File: src/rtl/render_pkg.sv
// Shared constants and helpers for the ball renderer: 640x480@60 VGA timing,
// default playfield geometry and colours, and the per-ball circle hit test.
package render_pkg;

    // Horizontal timing in pixel ticks
    localparam logic [9:0] H_VIS        = 10'd640;
    localparam logic [9:0] H_FP         = 10'd16;
    localparam logic [9:0] H_SYNC       = 10'd96;
    localparam logic [9:0] H_TOT        = 10'd800;
    localparam logic [9:0] H_LAST       = H_TOT - 10'd1;
    localparam logic [9:0] H_SYNC_START = H_VIS + H_FP;
    localparam logic [9:0] H_SYNC_END   = H_SYNC_START + H_SYNC;

    // Vertical timing in lines
    localparam logic [9:0] V_VIS        = 10'd480;
    localparam logic [9:0] V_FP         = 10'd10;
    localparam logic [9:0] V_SYNC       = 10'd2;
    localparam logic [9:0] V_TOT        = 10'd525;
    localparam logic [9:0] V_LAST       = V_TOT - 10'd1;
    localparam logic [9:0] V_SYNC_START = V_VIS + V_FP;
    localparam logic [9:0] V_SYNC_END   = V_SYNC_START + V_SYNC;

    // Default playfield rectangle and colours
    localparam logic [10:0] PF_LEFT_DEF   = 11'd160;
    localparam logic [10:0] PF_TOP_DEF    = 11'd0;
    localparam logic [10:0] PF_W_DEF      = 11'd320;
    localparam logic [10:0] PF_H_DEF      = 11'd480;
    localparam logic [11:0] BALL0_RGB_DEF = 12'hF00;
    localparam logic [11:0] BALL1_RGB_DEF = 12'h0F0;
    localparam logic [11:0] PF_RGB_DEF    = 12'h001;
    localparam logic [11:0] BORDER_RGB    = 12'hFFF;

    // Unsigned distance between two 10-bit coordinates
    function automatic logic [9:0] abs_diff(input logic [9:0] a, input logic [9:0] b);
        return (a >= b) ? (a - b) : (b - a);
    endfunction

    // Filled-circle test. The box check runs first so the squares only ever
    // see 6-bit operands (dx, dy <= r <= 63); the inclusive compare lets
    // radius 0 hit exactly the centre pixel.
    function automatic logic ball_hit(input logic [9:0] dx, input logic [9:0] dy,
                                      input logic [5:0] r, input logic active);
        logic        w_in_box;
        logic [11:0] w_dx2;
        logic [11:0] w_dy2;
        logic [11:0] w_r2;
        logic [12:0] w_sum;
        w_in_box = (dx <= {4'b0, r}) && (dy <= {4'b0, r});
        w_dx2    = {6'b0, dx[5:0]} * {6'b0, dx[5:0]};
        w_dy2    = {6'b0, dy[5:0]} * {6'b0, dy[5:0]};
        w_r2     = {6'b0, r} * {6'b0, r};
        w_sum    = {1'b0, w_dx2} + {1'b0, w_dy2};
        return active && w_in_box && (w_sum <= {1'b0, w_r2});
    endfunction

endpackage

File: src/rtl/vga_sync_gen.sv
// VGA raster counters for 640x480@60. Produces the current pixel position,
// the raw (unregistered, active-low) sync levels, the visible flag and the
// once-per-frame snapshot strobe at (h=0, v=480). Everything advances only
// on i_pix_tick.
module vga_sync_gen (
    input  logic       clock,
    input  logic       reset,
    input  logic       i_pix_tick,
    output logic [9:0] o_h_cnt,
    output logic [9:0] o_v_cnt,
    output logic       o_visible,
    output logic       o_hsync_n,
    output logic       o_vsync_n,
    output logic       o_snap
);
    import render_pkg::*;

    logic [9:0] r_h_cnt;
    logic [9:0] r_v_cnt;

    // Raster position: h wraps at end of line and steps v, v wraps at end of frame
    always_ff @(posedge clock) begin
        if (reset) begin
            r_h_cnt <= 10'd0;
            r_v_cnt <= 10'd0;
        end else if (i_pix_tick) begin
            if (r_h_cnt == H_LAST) begin
                r_h_cnt <= 10'd0;
                r_v_cnt <= (r_v_cnt == V_LAST) ? 10'd0 : r_v_cnt + 10'd1;
            end else begin
                r_h_cnt <= r_h_cnt + 10'd1;
            end
        end
    end

    assign o_h_cnt   = r_h_cnt;
    assign o_v_cnt   = r_v_cnt;
    assign o_visible = (r_h_cnt < H_VIS) && (r_v_cnt < V_VIS);
    assign o_hsync_n = !((r_h_cnt >= H_SYNC_START) && (r_h_cnt < H_SYNC_END));
    assign o_vsync_n = !((r_v_cnt >= V_SYNC_START) && (r_v_cnt < V_SYNC_END));
    assign o_snap    = i_pix_tick && (r_h_cnt == 10'd0) && (r_v_cnt == V_VIS);

endmodule

File: src/rtl/ball_renderer.sv
// Ball renderer: snapshots the two ball positions, radius and active mask
// once per frame (first tick of line 480), then rasterises each ball as a
// filled circle clipped to the playfield. Two-tick pipeline: S1 holds the
// per-ball distances and pixel flags, S2 holds rgb and both syncs so colour
// and sync leave aligned.
// Build option BALL_RENDER_BORDER_EN draws the 1-pixel playfield perimeter
// in white, below both balls and above the playfield background.
module ball_renderer
    import render_pkg::*;
#(
    parameter logic [10:0] PF_LEFT   = PF_LEFT_DEF,
    parameter logic [10:0] PF_TOP    = PF_TOP_DEF,
    parameter logic [10:0] PF_W      = PF_W_DEF,
    parameter logic [10:0] PF_H      = PF_H_DEF,
    parameter logic [11:0] BALL0_RGB = BALL0_RGB_DEF,
    parameter logic [11:0] BALL1_RGB = BALL1_RGB_DEF,
    parameter logic [11:0] PF_RGB    = PF_RGB_DEF
) (
    input  logic        clock,
    input  logic        reset,
    input  logic        pix_tick,
    input  logic [5:0]  radius,
    input  logic [9:0]  bx1,
    input  logic [9:0]  by1,
    input  logic [9:0]  bx2,
    input  logic [9:0]  by2,
    input  logic [1:0]  b_active,
    output logic        hsync,
    output logic        vsync,
    output logic [11:0] rgb,
    output logic        frame_start
);

    logic [9:0]  w_h_cnt;
    logic [9:0]  w_v_cnt;
    logic        w_visible;
    logic        w_hsync_n;
    logic        w_vsync_n;
    logic        w_snap;

    vga_sync_gen u_sync (
        .clock      (clock),
        .reset      (reset),
        .i_pix_tick (pix_tick),
        .o_h_cnt    (w_h_cnt),
        .o_v_cnt    (w_v_cnt),
        .o_visible  (w_visible),
        .o_hsync_n  (w_hsync_n),
        .o_vsync_n  (w_vsync_n),
        .o_snap     (w_snap)
    );

    // Offsets into the playfield; 11-bit wrap turns "left of / above" into a
    // large value so a single less-than covers both edges.
    logic [10:0] w_px_off;
    logic [10:0] w_py_off;
    logic        w_in_pf;
    assign w_px_off = {1'b0, w_h_cnt} - PF_LEFT;
    assign w_py_off = {1'b0, w_v_cnt} - PF_TOP;
    assign w_in_pf  = (w_px_off < PF_W) && (w_py_off < PF_H);

    // Shadow copy of the ball state used for the whole frame
    logic [9:0] r_sbx0, r_sby0, r_sbx1, r_sby1;
    logic [5:0] r_srad;
    logic [1:0] r_sact;
    logic       r_frame_start;

    // Snapshot inputs once per frame and flag it for one clock
    always_ff @(posedge clock) begin
        if (reset) begin
            r_sbx0        <= 10'd0;
            r_sby0        <= 10'd0;
            r_sbx1        <= 10'd0;
            r_sby1        <= 10'd0;
            r_srad        <= 6'd0;
            r_sact        <= 2'b00;
            r_frame_start <= 1'b0;
        end else begin
            r_frame_start <= w_snap;
            if (w_snap) begin
                r_sbx0 <= bx1;
                r_sby0 <= by1;
                r_sbx1 <= bx2;
                r_sby1 <= by2;
                r_srad <= radius;
                r_sact <= b_active;
            end
        end
    end

    // S1 state: per-ball distances and pixel classification
    logic [9:0] r_dx0, r_dy0, r_dx1, r_dy1;
    logic       r_s1_vis;
    logic       r_s1_in_pf;
    logic       r_s1_hsync_n;
    logic       r_s1_vsync_n;

`ifdef BALL_RENDER_BORDER_EN
    logic w_on_border;
    logic r_s1_border;
    assign w_on_border = w_in_pf && ((w_px_off == 11'd0) || (w_px_off == PF_W - 11'd1) ||
                                     (w_py_off == 11'd0) || (w_py_off == PF_H - 11'd1));

    // Border flag travels with the rest of S1
    always_ff @(posedge clock) begin
        if (reset)         r_s1_border <= 1'b0;
        else if (pix_tick) r_s1_border <= w_on_border;
    end
`endif

    // S1: register distances to each ball centre and the raw pixel flags
    always_ff @(posedge clock) begin
        if (reset) begin
            r_dx0        <= 10'd0;
            r_dy0        <= 10'd0;
            r_dx1        <= 10'd0;
            r_dy1        <= 10'd0;
            r_s1_vis     <= 1'b0;
            r_s1_in_pf   <= 1'b0;
            r_s1_hsync_n <= 1'b1;
            r_s1_vsync_n <= 1'b1;
        end else if (pix_tick) begin
            r_dx0        <= abs_diff(w_h_cnt, r_sbx0);
            r_dy0        <= abs_diff(w_v_cnt, r_sby0);
            r_dx1        <= abs_diff(w_h_cnt, r_sbx1);
            r_dy1        <= abs_diff(w_v_cnt, r_sby1);
            r_s1_vis     <= w_visible;
            r_s1_in_pf   <= w_in_pf;
            r_s1_hsync_n <= w_hsync_n;
            r_s1_vsync_n <= w_vsync_n;
        end
    end

    // Hit tests; the playfield term clips balls at its edges
    logic w_hit0;
    logic w_hit1;
    assign w_hit0 = r_s1_in_pf && ball_hit(r_dx0, r_dy0, r_srad, r_sact[0]);
    assign w_hit1 = r_s1_in_pf && ball_hit(r_dx1, r_dy1, r_srad, r_sact[1]);

    // Colour priority: blank, ball 0, ball 1, (border), playfield, black
    logic [11:0] w_rgb;
    always_comb begin
        w_rgb = 12'h000;
        if (r_s1_vis) begin
            if (w_hit0)          w_rgb = BALL0_RGB;
            else if (w_hit1)     w_rgb = BALL1_RGB;
`ifdef BALL_RENDER_BORDER_EN
            else if (r_s1_border) w_rgb = BORDER_RGB;
`endif
            else if (r_s1_in_pf) w_rgb = PF_RGB;
        end
    end

    logic [11:0] r_rgb;
    logic        r_hsync;
    logic        r_vsync;

    // S2: register colour and syncs together so they stay aligned
    always_ff @(posedge clock) begin
        if (reset) begin
            r_rgb   <= 12'h000;
            r_hsync <= 1'b1;
            r_vsync <= 1'b1;
        end else if (pix_tick) begin
            r_rgb   <= w_rgb;
            r_hsync <= r_s1_hsync_n;
            r_vsync <= r_s1_vsync_n;
        end
    end

    assign rgb         = r_rgb;
    assign hsync       = r_hsync;
    assign vsync       = r_vsync;
    assign frame_start = r_frame_start;

endmodule

File: config.mk
export PLATFORM = sky130hd
export DESIGN_NAME = ball_renderer
export DESIGN_NICKNAME = d
export VERILOG_FILES = /design/src/rtl/render_pkg.sv /design/src/rtl/vga_sync_gen.sv /design/src/rtl/ball_renderer.sv
export SDC_FILE = /design/constraint.sdc
export NUM_CORES = 1
export LEC_CHECK = 0
export CORE_MARGIN = 2
export CORE_UTILIZATION = 64
export CTS_BUF_LIST = sky130_fd_sc_hd__clkbuf_8
export CTS_CLUSTER_DIAMETER = 150
export DETAILED_ROUTE_END_ITERATION = 16
export PLACE_DENSITY = 0.88
export REMOVE_ABC_BUFFERS = 1
export SLEW_MARGIN = 20
export SYNTH_ARGS = -nofsm -noshare
export SYNTH_HDL_FRONTEND = slang
export SYNTH_SLANG_ARGS = --single-unit
File: constraint.sdc
create_clock -name clock -period 7.8 [get_ports clock]
set_input_delay 1.56 -clock clock [delete_from_list [all_inputs] [get_ports clock]]
set_output_delay 1.56 -clock clock [all_outputs]
set_load 0.02 [all_outputs]
# After elaboration in Yosys (flattened, before gate mapping)
# Cells that the tools add are included.
# word_totals
regBits	127
wordCells	87
# classes
n_addsub	13
n_mul	5
magnitude_cmp	18
eq_ne	3
n_mux	10
n_reduce_logical	18
# op_table
op	n
10-bit subtractor	8
6-bit by 6-bit multiplier with 12-bit output	5
10-bit 2-to-1 mux	6
10-bit >= comparator	4
10-bit by 6-bit <= comparator with 1-bit output	4
10-bit by 9-bit < comparator with 1-bit output (second input constant)	3
12-bit by 12-bit adder with 13-bit output	2
13-bit by 12-bit <= comparator with 1-bit output	2
12-bit 2-to-1 mux	2
10-bit by 1-bit adder with 10-bit output (second input constant)	2
10-bit == test (second input constant)	2
10-bit < comparator (second input constant)	2
1-bit logical AND	14
11-bit by 9-bit < comparator with 1-bit output (second input constant)	1
10-bit by 8-bit subtractor with 11-bit output (second input constant)	1
10-bit by 9-bit == test with 1-bit output (second input constant)	1
10-bit >= comparator (second input constant)	1
10-bit by 9-bit >= comparator with 1-bit output (second input constant)	1
10-bit zero test	1
8-bit 2-to-1 mux	1
1-bit zero test	2
2-bit AND reduction	1
1-bit 2-to-1 mux	1

# Longest topological paths before layout
# depth
word_depth	8
ltp_mapped	25

# Modules after synthesis
# Synthesis repeated with hierarchy kept, for this count alone.
# unflattened
hier_cells	1557
hier_area_um2	13395.3
# by_module_without_submodules
module	n_inst	cells_per_inst	area_per_inst_um2
ball_renderer	1	1424	12229.2
vga_sync_gen	1	133	1166.1

# Least setup slack after synthesis
# No wires, ideal clock.
# synth_timing
path_type	register to register
from	register r_dy0[4]
to	register r_rgb[0], in the netlist rgb[0]
arrival_time_ps	5991
required_time_ps	7683
setup_slack_ps	1691
stages_incl_launch_ff	24
n_path_buf	0
synth_period_minus_slack_ps	6109
cell_sequence	dfxtp_1 > nand2_1 > fa_1 > fa_1 > inv_1 > fa_1 > inv_1 > fa_1 > fa_1 > inv_1 > ha_1 > a21o_1 > a21oi_1 > o21bai_1 > a21oi_1 > o21ai_0 > xor2_1 > ha_1 > nor2b_1 > a2111oi_0 > o31ai_1 > a211oi_1 > nand3_1 > a32o_1
# synth_between
elab_chain_len	7
elab_cells_between_ends	10
# synth_rtl
element	line_no	rtl
start: declaration	ball_renderer.sv:92	logic [9:0] r_dx0, r_dy0, r_dx1, r_dy1;
start signal: assignment	ball_renderer.sv:124	r_dy0 <= abs_diff(w_v_cnt, r_sby0);
6-bit by 6-bit multiplier with 12-bit output / 10-bit by 6-bit <= comparator with 1-bit output (equally long branches)	render_pkg.sv:50, render_pkg.sv:48	
12-bit by 12-bit adder with 13-bit output / 1-bit logical AND (equally long branches)	render_pkg.sv:52, render_pkg.sv:48	
13-bit by 12-bit <= comparator with 1-bit output / 1-bit logical AND (equally long branches)	render_pkg.sv:53	return active && w_in_box && (w_sum <= {1'b0, w_r2});
1-bit logical AND *	render_pkg.sv:53	
1-bit logical AND *	ball_renderer.sv:137	assign w_hit0 = r_s1_in_pf && ball_hit(r_dx0, r_dy0, r_srad, r_sact[0]);
12-bit 2-to-1 mux *	ball_renderer.sv:145	if (w_hit0) w_rgb = BALL0_RGB;
12-bit 2-to-1 mux *	ball_renderer.sv:144	if (r_s1_vis) begin
end signal: assignment	ball_renderer.sv:165	r_rgb <= w_rgb;
end: declaration	ball_renderer.sv:154	logic [11:0] r_rgb;
# Mark *: on every way between the ends. The rest lies on a longest branch, timed or not.
# A chain may end at the register's enable or synchronous reset.

# Worst setup path after layout
# Ends and elaborated chain as after synthesis.

==> summary.md <==
| Metric | Value |
|---|---|
| # Post-CTS Setup Buffers | `0` |
| Synth Cell Area | `13200 sq um` |
| Htree depth | `4` |
| Max-slew violation count | `0` |
| Synth cell types | `just over 70` |
| Ys flop type | `dfxtp_1` |
| Synth-to-Final Area Change | `8.61%` |
| Top post-synthesis cells by count | `229 x inv_1, 193 x ha_1, 167 x nand2_1` |
| RSZ-0062 raised after global routing | `false` |
| Port bufs | `a little over 60` |
| Most frequent cell after synthesis | `inv_1` |
| Syn Area/Cell | `slightly above 8 sq um` |
| Antenna violations before repair | `0` |
| Nets | `1977` |
| FFs w/ async S/R, synth | `0%` |
| Yosys top cell area share | `roughly 18%` |
| Post-cts sizing count | `0` |
| Yosys top cell by area | `ha_1` |
| First-pass GRT wire length | `55.2 mm` |
| Final core occ | `70.8%` |
| Total routed wirelength | `33.3 mm` |
| Hold Fails Final Rpt | `0` |
| CP arrival | `7.14 ns` |
| GPL Wtd Cong | `roughly 0.95` |
| Vias in the first global route | `11300` |
| Die width | `148 um` |
| # setup viols final | `0` |
| Row count | `52` |
| Rel. slew slack | `28.6%` |
| Synth warnings | `0` |
| Post-CTS Hold Buffers | `0` |
| Power Dens Cells | `107 nW/um^2` |
| R2r endpoint | `rgb[0]` |
| Crit Path Category | `reg -> reg` |
| Worst-Skew Late Latency | `0.46 ns` |
| Max clock buf depth | `2` |
| Leakage | `0.00626 uW` |
| Crit path time final | `just under 7 ns` |
| Mapped Cells | `between 1500 and 2000` |
| Status | `finished clean` |
| Layout Skew | `0.0173 ns` |
| Clock slew at reported path FFs | `0.07 ns` |
| Area contributors post-synth | `ha_1 18%, dfxtp_1 18%, fa_1 13%` |
| Root buf cell | `clkbuf_8` |
| #FFs+latches synth | `between 100 and 150` |
| Element type at the critical path start | `flop` |
| Hold path depth | `2` |
| R2R Path Start | `r_dy0[4]` |
| CP Data Required Time | `8.14 ns` |
| Max Cap Viol | `0` |
| CTS tree | `yes` |
| Drt wl/cell | `17.3 um` |
| DP Wirelength | `25.9 mm` |
| Max Fclk | `approximately 150 MHz` |
| Largest net degree at the start of global routing | `71` |
| Crit path max fanout | `9` |
| R2R setup slack | `~1 ns` |
| Number of inserted diodes | `0` |
| Gr usage total | `31.5%` |
| DRC Markers | `0` |
| WHS Endpoint | `r_sact[0]` |
| CTS Sinks | `about 120` |
| Slew @ Worst Pin | `roughly 1.1 ns` |
| Post-DRT Antenna Nets | `0` |
| Height of the die | `148 um` |
| EDFF count, synth | `0` |
| Max IR drop VDD | `0.000119 V` |
| Share of cells above drive strength 1 | `3.74%` |
| Via density | `5.88` |
| Register area share after synthesis | `17.9%` |
| Pre-Repair DR Iteration Count | `7` |
| CP endpoint kind | `flop` |
| Core area | `about 20000 sq um` |
| Die area | `21800 sq um` |
| Tcrit/Tclk final | `~87%` |
| Initial core utilization | `65.1%` |
| Setup TNS | `0 ns` |
| HP Start | `r_sact[0]` |
| Routed vias | `~11000` |
| CTS Buf Count | `17` |
| IO Count | `66` |
| R2R cell count | `23` |
| DR iter-0 viols | `approximately 940` |
| Total global routing overflow | `0` |
| Worst Hold Class | `reg -> reg` |
power breakdown:
group	switching [uW]	internal, uW	leakage [uW]
Clock	281	331	0.000202
Combinational	154	134	0.00510
Sequential	20.5	614	0.000957
layout make-up:
class / instances / area (sq um)
multi-input cells: 1215 / 9700
fillers: 1597 / 5920
flip-flops and latches: 118 / 2360
inverters: 229 / 860
repair buffers: 66 / 643
well taps: 270 / 338
clock buffers: 19 / 262
clock inverters: 12 / 151
sequential cells by signal, indices dropped and copies added (netlist names), 2 cells and up:
register / flops
rgb: 3
u_sync.o_v_cnt: 10
r_dx0: 10
r_dx1: 10
r_dy0: 10
r_sby1: 10
r_sact: 2
r_dy1: 10
u_sync.o_h_cnt: 10
r_srad: 6
r_sbx1: 10
r_sby0: 10
r_sbx0: 10
worst max-delay path, stage by stage, from the launching register on:
cell	delay [ns]
dfxtp_1	0.47
nand2_1	0.17
fa_1	0.53
fa_1	0.58
inv_1	0.07
fa_1	0.54
inv_1	0.06
fa_1	0.50
fa_1	0.61
inv_1	0.06
ha_1	0.28
a21o_1	0.15
a21oi_1	0.22
o21bai_1	0.08
a21oi_1	0.21
o21ai_0	0.14
xor2_1	0.16
ha_1	0.31
nor2b_1	0.14
a2111oi_0	0.46
o31ai_1	0.15
a211oi_1	0.44
nand3_1	0.14
a32o_1	0.25
worst max path at each step:
| stage | start | end |
|---|---|---|
| 2_1_floorplan | r_dy0[4] | rgb[0] |
| 3_3_place_gp | r_dy0[2] | rgb[0] |
| 3_5_place_dp | r_dy0[4] | rgb[0] |
| 4_1_cts | r_dy0[2] | rgb[0] |
| 5_1_grt | r_dy0[0] | rgb[0] |
| 6_report | r_dy0[4] | rgb[0] |
metrics by stage:
step	hold WS, ns	cell area, sq um	total power [uW]	instances	worst slack [ns]
after global placement	0.439	13900	919	1898	1.32
after floorplan	0.426	12900	832	1562	1.69
after detailed placement	0.445	13900	930	1898	1.02
after CTS	0.456	14300	1530	1929	0.981
after global routing	0.470	14300	1600	1929	0.571
final	0.456	14300	1530	1929	0.998
cell usage in the layout, fill, tap and decap left out, types with 4 or more instances in the layout:
| cell type | instances |
|---|---|
| clkinvlp_4 | 4 |
| dfxtp_1 | 118 |
| nand3_1 | 25 |
| a211oi_1 | 36 |
| o21bai_1 | 6 |
| or3_1 | 4 |
| xnor2_1 | 54 |
| a311oi_1 | 6 |
| clkdlybuf4s50_1 | 60 |
| nor3_1 | 19 |
| nor4_1 | 7 |
| nand4b_1 | 5 |
| a31oi_1 | 10 |
| o41ai_1 | 5 |
| o211ai_1 | 12 |
| a21oi_1 | 117 |
| or2_2 | 5 |
| ha_1 | 193 |
| o21a_1 | 12 |
| nand2b_1 | 19 |
| buf_4 | 5 |
| mux2i_1 | 27 |
| nor2_1 | 111 |
| and3_1 | 5 |
| inv_1 | 230 |
| and2_1 | 51 |
| xor2_1 | 16 |
| nand4_1 | 21 |
| a21o_1 | 28 |
| fa_1 | 86 |
| clkbuf_8 | 19 |
| o22ai_1 | 6 |
| nor2b_1 | 39 |
| o21ai_0 | 54 |
| nand2_1 | 167 |
| a211o_1 | 7 |
layer usage:
| metal | track usage [%] | share of wire (%) | vias to the layer above |
|---|---|---|---|
| met2 | 53.8 | 48 | 420 |
| li1 | - | - | 5487 |
| met4 | 11.6 | 3.4 | 0 |
| met5 | 0 | 0 | - |
| met3 | 4.17 | 5.7 | 95 |
| met1 | 40.7 | 43 | 5350 |
cell families after synthesis:
kind of cell             after synthesis  share of synthesized area (%)
multiplexers                          29                           2.22
AO/OA/AOI/OAI                        341                           17.1
XOR/XNOR                              70                           4.65
flip-flops                           118                           17.9
adder cells (fa/ha/maj)              279                           31.4
buffers and inverters                286                           8.55
AND/OR/NAND/NOR                      493                           18.2
other                                  1                         0.0284
Power figures use the tool's default switching activity.
